==> src/rtl/mmcm_drp_reconfig_if.sv <==
// mmcm_drp_reconfig_if
// DRP bus between the reconfiguration initiator and the MMCME4 DRP port.
//   daddr  : 7-bit register address
//   den    : one-cycle access strobe
//   dwe    : write enable, meaningful only while den is high
//   di     : write data
//   drp_do : read data, valid while drdy is high
//   drdy   : access complete
// master = the initiator, slave = the MMCM (or a model of it).
interface mmcm_drp_reconfig_if;
  logic [6:0]  daddr;
  logic        den;
  logic        dwe;
  logic [15:0] di;
  logic [15:0] drp_do;
  logic        drdy;

  modport master (output daddr, output den, output dwe, output di,
                  input drp_do, input drdy);
  modport slave  (input daddr, input den, input dwe, input di,
                  output drp_do, output drdy);
endinterface

==> src/rtl/mmcm_drp_reconfig.sv <==
// mmcm_drp_reconfig
// Reprograms the CLKFBOUT multiplier and CLKOUT0 divider of the MMCME4 at
// run time: holds the MMCM in reset, read-modify-writes four DRP registers,
// releases reset and waits for LOCKED.
// Ports:
//   clk, reset          : control clock (also MMCM DCLK), async active-high reset
//   start, mult, div0   : request with the new multiplier / divider (1..126)
//   busy, done          : sequence in progress / one-cycle success pulse
//   error, err_code     : sticky failure flag, 1=illegal 2=drdy timeout 3=lock timeout
//   mmcm_rst            : MMCM RST
//   mmcm_locked         : MMCM LOCKED, asynchronous to clk
//   drp                 : DRP master port
module mmcm_drp_reconfig #(
  parameter int RST_HOLD     = 16,
  parameter int DRDY_TIMEOUT = 1023,
  parameter int LOCK_TIMEOUT = 1048575
) (
  input  logic                       clk,
  input  logic                       reset,
  input  logic                       start,
  input  logic [6:0]                 mult,
  input  logic [6:0]                 div0,
  output logic                       busy,
  output logic                       done,
  output logic                       error,
  output logic [1:0]                 err_code,
  output logic                       mmcm_rst,
  input  logic                       mmcm_locked,
  mmcm_drp_reconfig_if.master        drp
);

  // One shared counter serves the reset hold, drdy and lock timeouts.
  localparam int CNT_MAX_A = (RST_HOLD > DRDY_TIMEOUT) ? RST_HOLD : DRDY_TIMEOUT;
  localparam int CNT_MAX   = (CNT_MAX_A > LOCK_TIMEOUT) ? CNT_MAX_A : LOCK_TIMEOUT;
  localparam int CNT_W     = $clog2(CNT_MAX + 1);
  localparam logic [CNT_W-1:0] HOLD_LAST = CNT_W'(RST_HOLD - 1);
  localparam logic [CNT_W-1:0] DRDY_LAST = CNT_W'(DRDY_TIMEOUT - 1);
  localparam logic [CNT_W-1:0] LOCK_LAST = CNT_W'(LOCK_TIMEOUT - 1);

  typedef enum logic [3:0] {
    IDLE, HOLD, RD, WAIT_RD, WR, WAIT_WR, RELEASE, WAIT_LOCK, FAIL
  } state_t;

  state_t           state, next_state;
  logic [CNT_W-1:0] cnt;
  logic [1:0]       step;
  logic [6:0]       mult_q, div_q;
  logic [15:0]      rd_data;
  logic             lock_meta, lock_sync;

  logic             accept, illegal, cnt_clr, cnt_inc, step_inc;
  logic             capture, rst_clr, lock_ok;
  logic [1:0]       fail_code;

  logic [6:0]       cur_val, half, rest;
  logic [5:0]       enc_high, enc_low;
  logic             enc_edge, enc_nc;
  logic [6:0]       step_addr;
  logic [15:0]      wr_data;

  assign busy = (state != IDLE) && (state != FAIL);

  // Two-flop synchronizer for the asynchronous LOCKED input.
  always_ff @(posedge clk or posedge reset) begin
    if (reset) begin
      lock_meta <= 1'b0;
      lock_sync <= 1'b0;
    end else begin
      lock_meta <= mmcm_locked;
      lock_sync <= lock_meta;
    end
  end

  // Divide encoding for the value selected by the current step. Steps 0/1
  // target CLKOUT0 (div0), steps 2/3 target CLKFBOUT (mult). A value of 1
  // uses no_count with high=low=1.
  always_comb begin
    cur_val  = step[1] ? mult_q : div_q;
    half     = cur_val >> 1;
    rest     = cur_val - half;
    enc_edge = cur_val[0];
    enc_nc   = (cur_val == 7'd1);
    enc_high = half[5:0];
    enc_low  = rest[5:0];
    if (enc_nc) begin
      enc_high = 6'd1;
      enc_low  = 6'd1;
    end
    case (step)
      2'd0:    step_addr = 7'h08;
      2'd1:    step_addr = 7'h09;
      2'd2:    step_addr = 7'h14;
      default: step_addr = 7'h15;
    endcase
    // Odd steps are Reg2 (edge/no_count), even steps are Reg1 (high/low).
    if (step[0]) wr_data = {rd_data[15:8], enc_edge, enc_nc, rd_data[5:0]};
    else         wr_data = {rd_data[15:12], enc_high, enc_low};
  end

  always_ff @(posedge clk or posedge reset) begin
    if (reset) state <= IDLE;
    else       state <= next_state;
  end

  // Next state, DRP strobes and datapath controls. The DRP strobes are
  // decoded from the state so an asynchronous reset drops them at once.
  // RD/WR are always entered the cycle after drdy, so den never coincides
  // with drdy; drdy outside the wait states is simply not looked at.
  always_comb begin
    next_state = state;
    accept     = 1'b0;
    illegal    = 1'b0;
    cnt_clr    = 1'b0;
    cnt_inc    = 1'b0;
    step_inc   = 1'b0;
    capture    = 1'b0;
    rst_clr    = 1'b0;
    lock_ok    = 1'b0;
    fail_code  = 2'd0;
    drp.den    = 1'b0;
    drp.dwe    = 1'b0;
    drp.daddr  = 7'd0;
    drp.di     = 16'd0;
    case (state)
      IDLE: begin
        // done is high in the first idle cycle; a start then is dropped.
        if (start && !done) begin
          if (mult == 7'd0 || mult == 7'd127 || div0 == 7'd0 || div0 == 7'd127) begin
            illegal = 1'b1;
          end else begin
            accept     = 1'b1;
            next_state = HOLD;
          end
        end
      end
      HOLD: begin
        if (cnt == HOLD_LAST) begin
          cnt_clr    = 1'b1;
          next_state = RD;
        end else begin
          cnt_inc = 1'b1;
        end
      end
      RD: begin
        drp.den    = 1'b1;
        drp.daddr  = step_addr;
        cnt_clr    = 1'b1;
        next_state = WAIT_RD;
      end
      WAIT_RD: begin
        if (drp.drdy) begin
          capture    = 1'b1;
          next_state = WR;
        end else if (cnt == DRDY_LAST) begin
          fail_code  = 2'd2;
          next_state = FAIL;
        end else begin
          cnt_inc = 1'b1;
        end
      end
      WR: begin
        drp.den    = 1'b1;
        drp.dwe    = 1'b1;
        drp.daddr  = step_addr;
        drp.di     = wr_data;
        cnt_clr    = 1'b1;
        next_state = WAIT_WR;
      end
      WAIT_WR: begin
        if (drp.drdy) begin
          step_inc   = 1'b1;
          next_state = (step == 2'd3) ? RELEASE : RD;
        end else if (cnt == DRDY_LAST) begin
          fail_code  = 2'd2;
          next_state = FAIL;
        end else begin
          cnt_inc = 1'b1;
        end
      end
      RELEASE: begin
        rst_clr    = 1'b1;
        cnt_clr    = 1'b1;
        next_state = WAIT_LOCK;
      end
      WAIT_LOCK: begin
        if (lock_sync) begin
          lock_ok    = 1'b1;
          next_state = IDLE;
        end else if (cnt == LOCK_LAST) begin
          fail_code  = 2'd3;
          next_state = FAIL;
        end else begin
          cnt_inc = 1'b1;
        end
      end
      FAIL: begin
        next_state = IDLE;
      end
      default: next_state = IDLE;
    endcase
  end

  // Datapath registers: request latch, counters, read capture and the
  // registered status outputs. error/err_code are set on entry to FAIL.
  always_ff @(posedge clk or posedge reset) begin
    if (reset) begin
      cnt      <= '0;
      step     <= 2'd0;
      mult_q   <= 7'd0;
      div_q    <= 7'd0;
      rd_data  <= 16'd0;
      mmcm_rst <= 1'b0;
      error    <= 1'b0;
      err_code <= 2'd0;
      done     <= 1'b0;
    end else begin
      done <= lock_ok;
      if (accept || cnt_clr) cnt <= '0;
      else if (cnt_inc)      cnt <= cnt + 1'b1;
      if (accept)        step <= 2'd0;
      else if (step_inc) step <= step + 2'd1;
      if (capture) rd_data <= drp.drp_do;
      if (accept) begin
        mult_q   <= mult;
        div_q    <= div0;
        mmcm_rst <= 1'b1;
        error    <= 1'b0;
        err_code <= 2'd0;
      end
      if (illegal) begin
        error    <= 1'b1;
        err_code <= 2'd1;
      end
      if (rst_clr) mmcm_rst <= 1'b0;
      if (fail_code != 2'd0) begin
        error    <= 1'b1;
        err_code <= fail_code;
        mmcm_rst <= 1'b0;
      end
    end
  end

endmodule

==> src/flat_wrapper.sv <==
// flat-port wrapper written by rule: the top's interface ports become plain ports
module mmcm_drp_reconfig_flat 
#(
  parameter int RST_HOLD     = 16,
  parameter int DRDY_TIMEOUT = 1023,
  parameter int LOCK_TIMEOUT = 1048575
)
  (clk, reset, start, mult, div0, busy, done, error, err_code, mmcm_rst, mmcm_locked, drp_daddr, drp_den, drp_dwe, drp_di, drp_drp_do, drp_drdy);
  mmcm_drp_reconfig_if drp_i ();
  input  logic clk;
  input  logic reset;
  input  logic start;
  input  logic [6:0] mult;
  input  logic [6:0] div0;
  output logic busy;
  output logic done;
  output logic error;
  output logic [1:0] err_code;
  output logic mmcm_rst;
  input  logic mmcm_locked;
  output wire logic [$bits(drp_i.daddr)-1:0] drp_daddr;
  output wire logic [$bits(drp_i.den)-1:0] drp_den;
  output wire logic [$bits(drp_i.dwe)-1:0] drp_dwe;
  output wire logic [$bits(drp_i.di)-1:0] drp_di;
  input wire logic [$bits(drp_i.drp_do)-1:0] drp_drp_do;
  input wire logic [$bits(drp_i.drdy)-1:0] drp_drdy;
  assign drp_daddr = drp_i.daddr;
  assign drp_den = drp_i.den;
  assign drp_dwe = drp_i.dwe;
  assign drp_di = drp_i.di;
  assign drp_i.drp_do = drp_drp_do;
  assign drp_i.drdy = drp_drdy;
  mmcm_drp_reconfig #(.RST_HOLD(RST_HOLD), .DRDY_TIMEOUT(DRDY_TIMEOUT), .LOCK_TIMEOUT(LOCK_TIMEOUT)) u_core (.clk(clk), .reset(reset), .start(start), .mult(mult), .div0(div0), .busy(busy), .done(done), .error(error), .err_code(err_code), .mmcm_rst(mmcm_rst), .mmcm_locked(mmcm_locked), .drp(drp_i));
endmodule
==> config.mk <==
export PLATFORM = sky130hd
export DESIGN_NAME = mmcm_drp_reconfig_flat
export DESIGN_NICKNAME = d
export VERILOG_FILES = /design/src/rtl/mmcm_drp_reconfig_if.sv /design/src/rtl/mmcm_drp_reconfig.sv /design/src/flat_wrapper.sv
export SDC_FILE = /design/constraint.sdc
export NUM_CORES = 1
export LEC_CHECK = 0
export BUFFER_PORTS_ARGS = -buffer_cell sky130_fd_sc_hd__buf_2
export CAP_MARGIN = 0
export CORE_ASPECT_RATIO = 2
export CORE_MARGIN = 4
export CORE_UTILIZATION = 55
export CTS_CLUSTER_SIZE = 8
export DETAILED_ROUTE_END_ITERATION = 8
export MAX_ROUTING_LAYER = met4
export PLACE_DENSITY_LB_ADDON = 0.15
export SYNTH_ARGS = -nofsm -noshare
export SYNTH_HDL_FRONTEND = slang
export SYNTH_SLANG_ARGS = --single-unit
==> constraint.sdc <==
create_clock -name clk -period 3.4 [get_ports clk]
set_input_delay 0.34 -clock clk [delete_from_list [all_inputs] [get_ports clk]]
set_output_delay 0.34 -clock clk [all_outputs]
set_load 0.01 [all_outputs]
==> metrics.md <==
| Metric | Value |
|---|---|
| Yosys warning count | `0` |
| Vias post-DR | `around 3,000` |
| Fin worst setup slack | `about 0.28 ns` |
| Place WS | `between 0.4 and 0.5 ns` |
| Die H | `roughly 120 um` |
| Worst slew pin tran | `~0.83 ns` |
| Synth top area share | `a little over two fifths` |
| Critical Path End Type | `output pin` |
| Hold WC Path Type | `input port to asynchronous set/reset pin` |
| Post-Syn Area | `roughly 3600 um^2` |
| Most used DFF post-synth | `dfrtp_1` |
| Num Clock Sinks | `slightly above 60` |
| CP Class | `flip-flop to output pin` |
| Distinct cells, synth | `49` |
| Wire per inst | `16.62 um` |
| Starting DRC count in detailed routing | `about 130` |
| Comb power frac | `between 40% and 50%` |
| Post-synth EDFFs | `0` |
| Clock slew at reported path FFs | `approximately 0.050 ns` |
| Leakage Power | `approximately 1.9 nW` |
| Worst EP arrival | `about 2.8 ns` |
| Die ar. | `between 8000 and 9000 um^2` |
| Area growth, synth to finish | `17.24%` |
| Gr ovfl total | `0` |
| P_int | `approximately 2.2 mW` |
| WL final | `between 8000 and 9000 um` |
| Drt drc | `0` |
| Type of element launching the critical path | `flip-flop` |
| Starting density of the core | `a little under three fifths` |
| P_sw | `roughly 1.3 mW` |
| CTS buffer count | `9` |
| First-pass GRT wire length | `around 15,000 um` |
| Final setup fails | `0` |
| Worst Skew | `approximately 0.0056 ns` |
| Pwr/cell area | `roughly 820 nW/um^2` |
| Cell taking the most area after synthesis | `dfrtp_1` |
| Post-CTS repair timing setup buffer count | `0` |
| Num rows | `41` |
| CTS H-tree depth | `3` |
| Slew Limit Fails | `0` |
| DP Wirelength | `~6600 um` |
| Synthesized area per cell | `just under 10 um^2` |
| GRT Resource Usage Total | `approximately a quarter` |
| IO Pins | `66` |
| Critical path required time | `about 3 ns` |
| Layout net count | `around 480` |
| Die W | `65.45 um` |
| Clock latency at the later pin of the worst-skew pair | `between 0.3 and 0.4 ns` |
| Max-slew headroom | `between 40% and 50%` |
| Synth top area cells | `dfrtp_1, mux2_2, ha_1` |
| Ant diodes | `0` |
| Max Cap Viol | `0` |
| CP Max Fanout | `12` |
| Final hold violations | `0` |
| PortBufs | `60` |
| CTS Buffer Depth | `2` |
| Clock share of power | `approximately a quarter` |
| Post_cts resized | `0` |
| Outcome | `complete, no violations` |
| # hold bufs at CTS | `0` |
| Fmax | `approximately 0.32 GHz` |
| Sequential area share after synthesis | `between 40% and 50%` |
| 1st-pass router iterations | `4` |
| Via density | `approximately 5.8` |
| Vias in the first global route | `about 3,100` |
| Switching part of the total power | `roughly 38%` |
| Synthesized instance count | `~370` |
| RSZ-0062 raised after global routing | `no` |
| Floorplan Core Area | `roughly 6400 um^2` |
| Fin crit period | `about 3.1 ns` |
| Clk root buf | `clkbuf_16` |
| #FFs+latches synth | `61` |
| CTS tree | `built` |
| Peak supply drop | `between 0.0004 and 0.0005 V` |
| Placer Congestion | `approximately 0.90` |
| Pin count of the biggest net entering global routing | `34` |
| Seq pwr share | `around a third` |
| Layout cell share with drive strength beyond 1 | `between 20% and 30%` |
| Initial antenna violation count | `0` |
| Setup tns final | `0 ns` |
| Fillers | `around 560` |
| DRT antenna net count | `0` |
| Period utilisation layout | `roughly nine tenths` |
| Async set-reset flop share out of synthesis | `100.0%` |
cells by family (layout without fill, tap and decap cells):
family / after synthesis / after routing / share of synthesized area (%)
mux: 38 / 38 / 11.48
buf+inv: 41 / 103 / 5.584
xor+xnor: 6 / 6 / 1.448
simple gates: 142 / 142 / 21.72
other cells: 1 / 3 / 0.1033
compound gates: 68 / 68 / 11.89
flops: 61 / 61 / 42.05
fa+ha+maj: 16 / 16 / 5.722
per-layer routing:
| layer | track usage [%] | vias up | part of all wire, % |
|---|---|---|---|
| met5 | - | - | 0 |
| met1 | 24.57 | 1477 | 35 |
| met3 | 5.128 | 22 | 4.2 |
| li1 | - | 1472 | - |
| met2 | 43.68 | 74 | 58 |
| met4 | 13.90 | 0 | 3.1 |
synthesized netlist by cell type, drive strengths merged (2+ instances only):
cell type,instances
a211oi,2
a21o,2
a21oi,25
a31oi,3
and2,4
and3,7
and4,3
buf,13
clkbuf,6
dfrtp,61
ha,15
inv,22
mux2,29
mux2i,9
nand2,24
nand2b,6
nand3,18
nand3b,2
nand4,5
nor2,30
nor2b,3
nor3,10
nor3b,4
nor4,8
o211ai,3
o21ai,10
o31ai,13
o41ai,2
or3,4
or4,12
xnor2,6
sequential cells by signal, summed over array words and instances (netlist names):
register and count:
u_core.cnt 20, u_core.div_q 7, u_core.done 1, u_core.err_code 2, u_core.error 1, u_core.lock_meta 1
u_core.lock_sync 1, u_core.mmcm_rst 1, u_core.mult_q 7, u_core.rd_data 14, u_core.state 4, u_core.step 2
cell type report:
type                            count  area, um^2  share of cell area, %
Multi-Input combinational cell    273        1913                  44.96
Tap cell                           86       107.6                  2.529
Clock buffer                       14       274.0                  6.439
Sequential cell                    61        1528                  35.90
Timing Repair Buffer               66       345.3                  8.115
Inverter                           22       82.58                  1.941
Clock inverter                      1       5.005                 0.1176
cells in the final DEF (no fill, tap or decap), types with 3 or more instances in the layout:
cell type / n
nor4_2: 3
buf_2: 60
nor4_1: 5
o21ai_0: 10
mux2_2: 29
xnor2_1: 6
nand2b_1: 6
or4_1: 12
mux2i_1: 9
nor2_1: 30
a31oi_1: 3
ha_1: 15
nand3_1: 18
conb_1: 3
and3_1: 5
nand4_1: 5
clkbuf_8: 3
and4_1: 3
dfrtp_1: 60
a21oi_1: 25
clkbuf_16: 9
nor2b_1: 3
or3_1: 4
inv_1: 21
nor3_1: 10
o211ai_1: 3
and2_1: 4
o31ai_1: 13
nand2_1: 24
buf_4: 6
worst paths after layout:
path	startpoint	endpoint	slack, ns	cells after the start
max	u_core.step[1]	drp_di[4]	0.28	12
min	reset	u_core.cnt[2]	0.12	2
max reg2reg	u_core.state[1]	u_core.mult_q[5]	0.82	5
min reg2reg	u_core.lock_meta	u_core.lock_sync	0.34	0
max in group asynchronous	reset	u_core.cnt[16]	2.43	3
min in group clk	mmcm_locked	u_core.lock_meta	0.12	1
power groups by stage:
stage,logic (mW),clock network [mW],registers [mW]
after floorplan,1.19,0,1.08
after global routing,1.67,0.900,1.21
after global placement,1.44,0,1.17
after detailed placement,1.48,0,1.18
after CTS,1.49,0.859,1.17
final,1.48,0.842,1.17
critical path, stage by stage, from the launching register on:
cell and delay [ns]:
dfrtp_2 0.52, mux2_2 0.41, inv_1 0.06, ha_1 0.15, inv_1 0.05, fa_1 0.37, nor2b_1 0.16, o21ai_0 0.15
nand2_1 0.09, xnor2_1 0.13, a22oi_1 0.16, nor2_1 0.06, buf_2 0.15
metrics by stage:
stage / area [um^2] / power, mW / hold WS (ns) / std cells / utilization (%)
3_3_place_gp: 3975 / 2.611 / 0.3328 / 508 / 62.49
5_1_grt: 4255 / 3.776 / 0.1122 / 523 / 66.90
6_report: 4255 / 3.488 / 0.1217 / 523 / 66.90
4_1_cts: 4254 / 3.516 / 0.1112 / 523 / 66.88
2_1_floorplan: 3637 / 2.274 / 0.3312 / 375 / -
3_5_place_dp: 3975 / 2.661 / 0.3362 / 508 / 62.49
No activity file was read; power rests on OpenSTA's default activity.
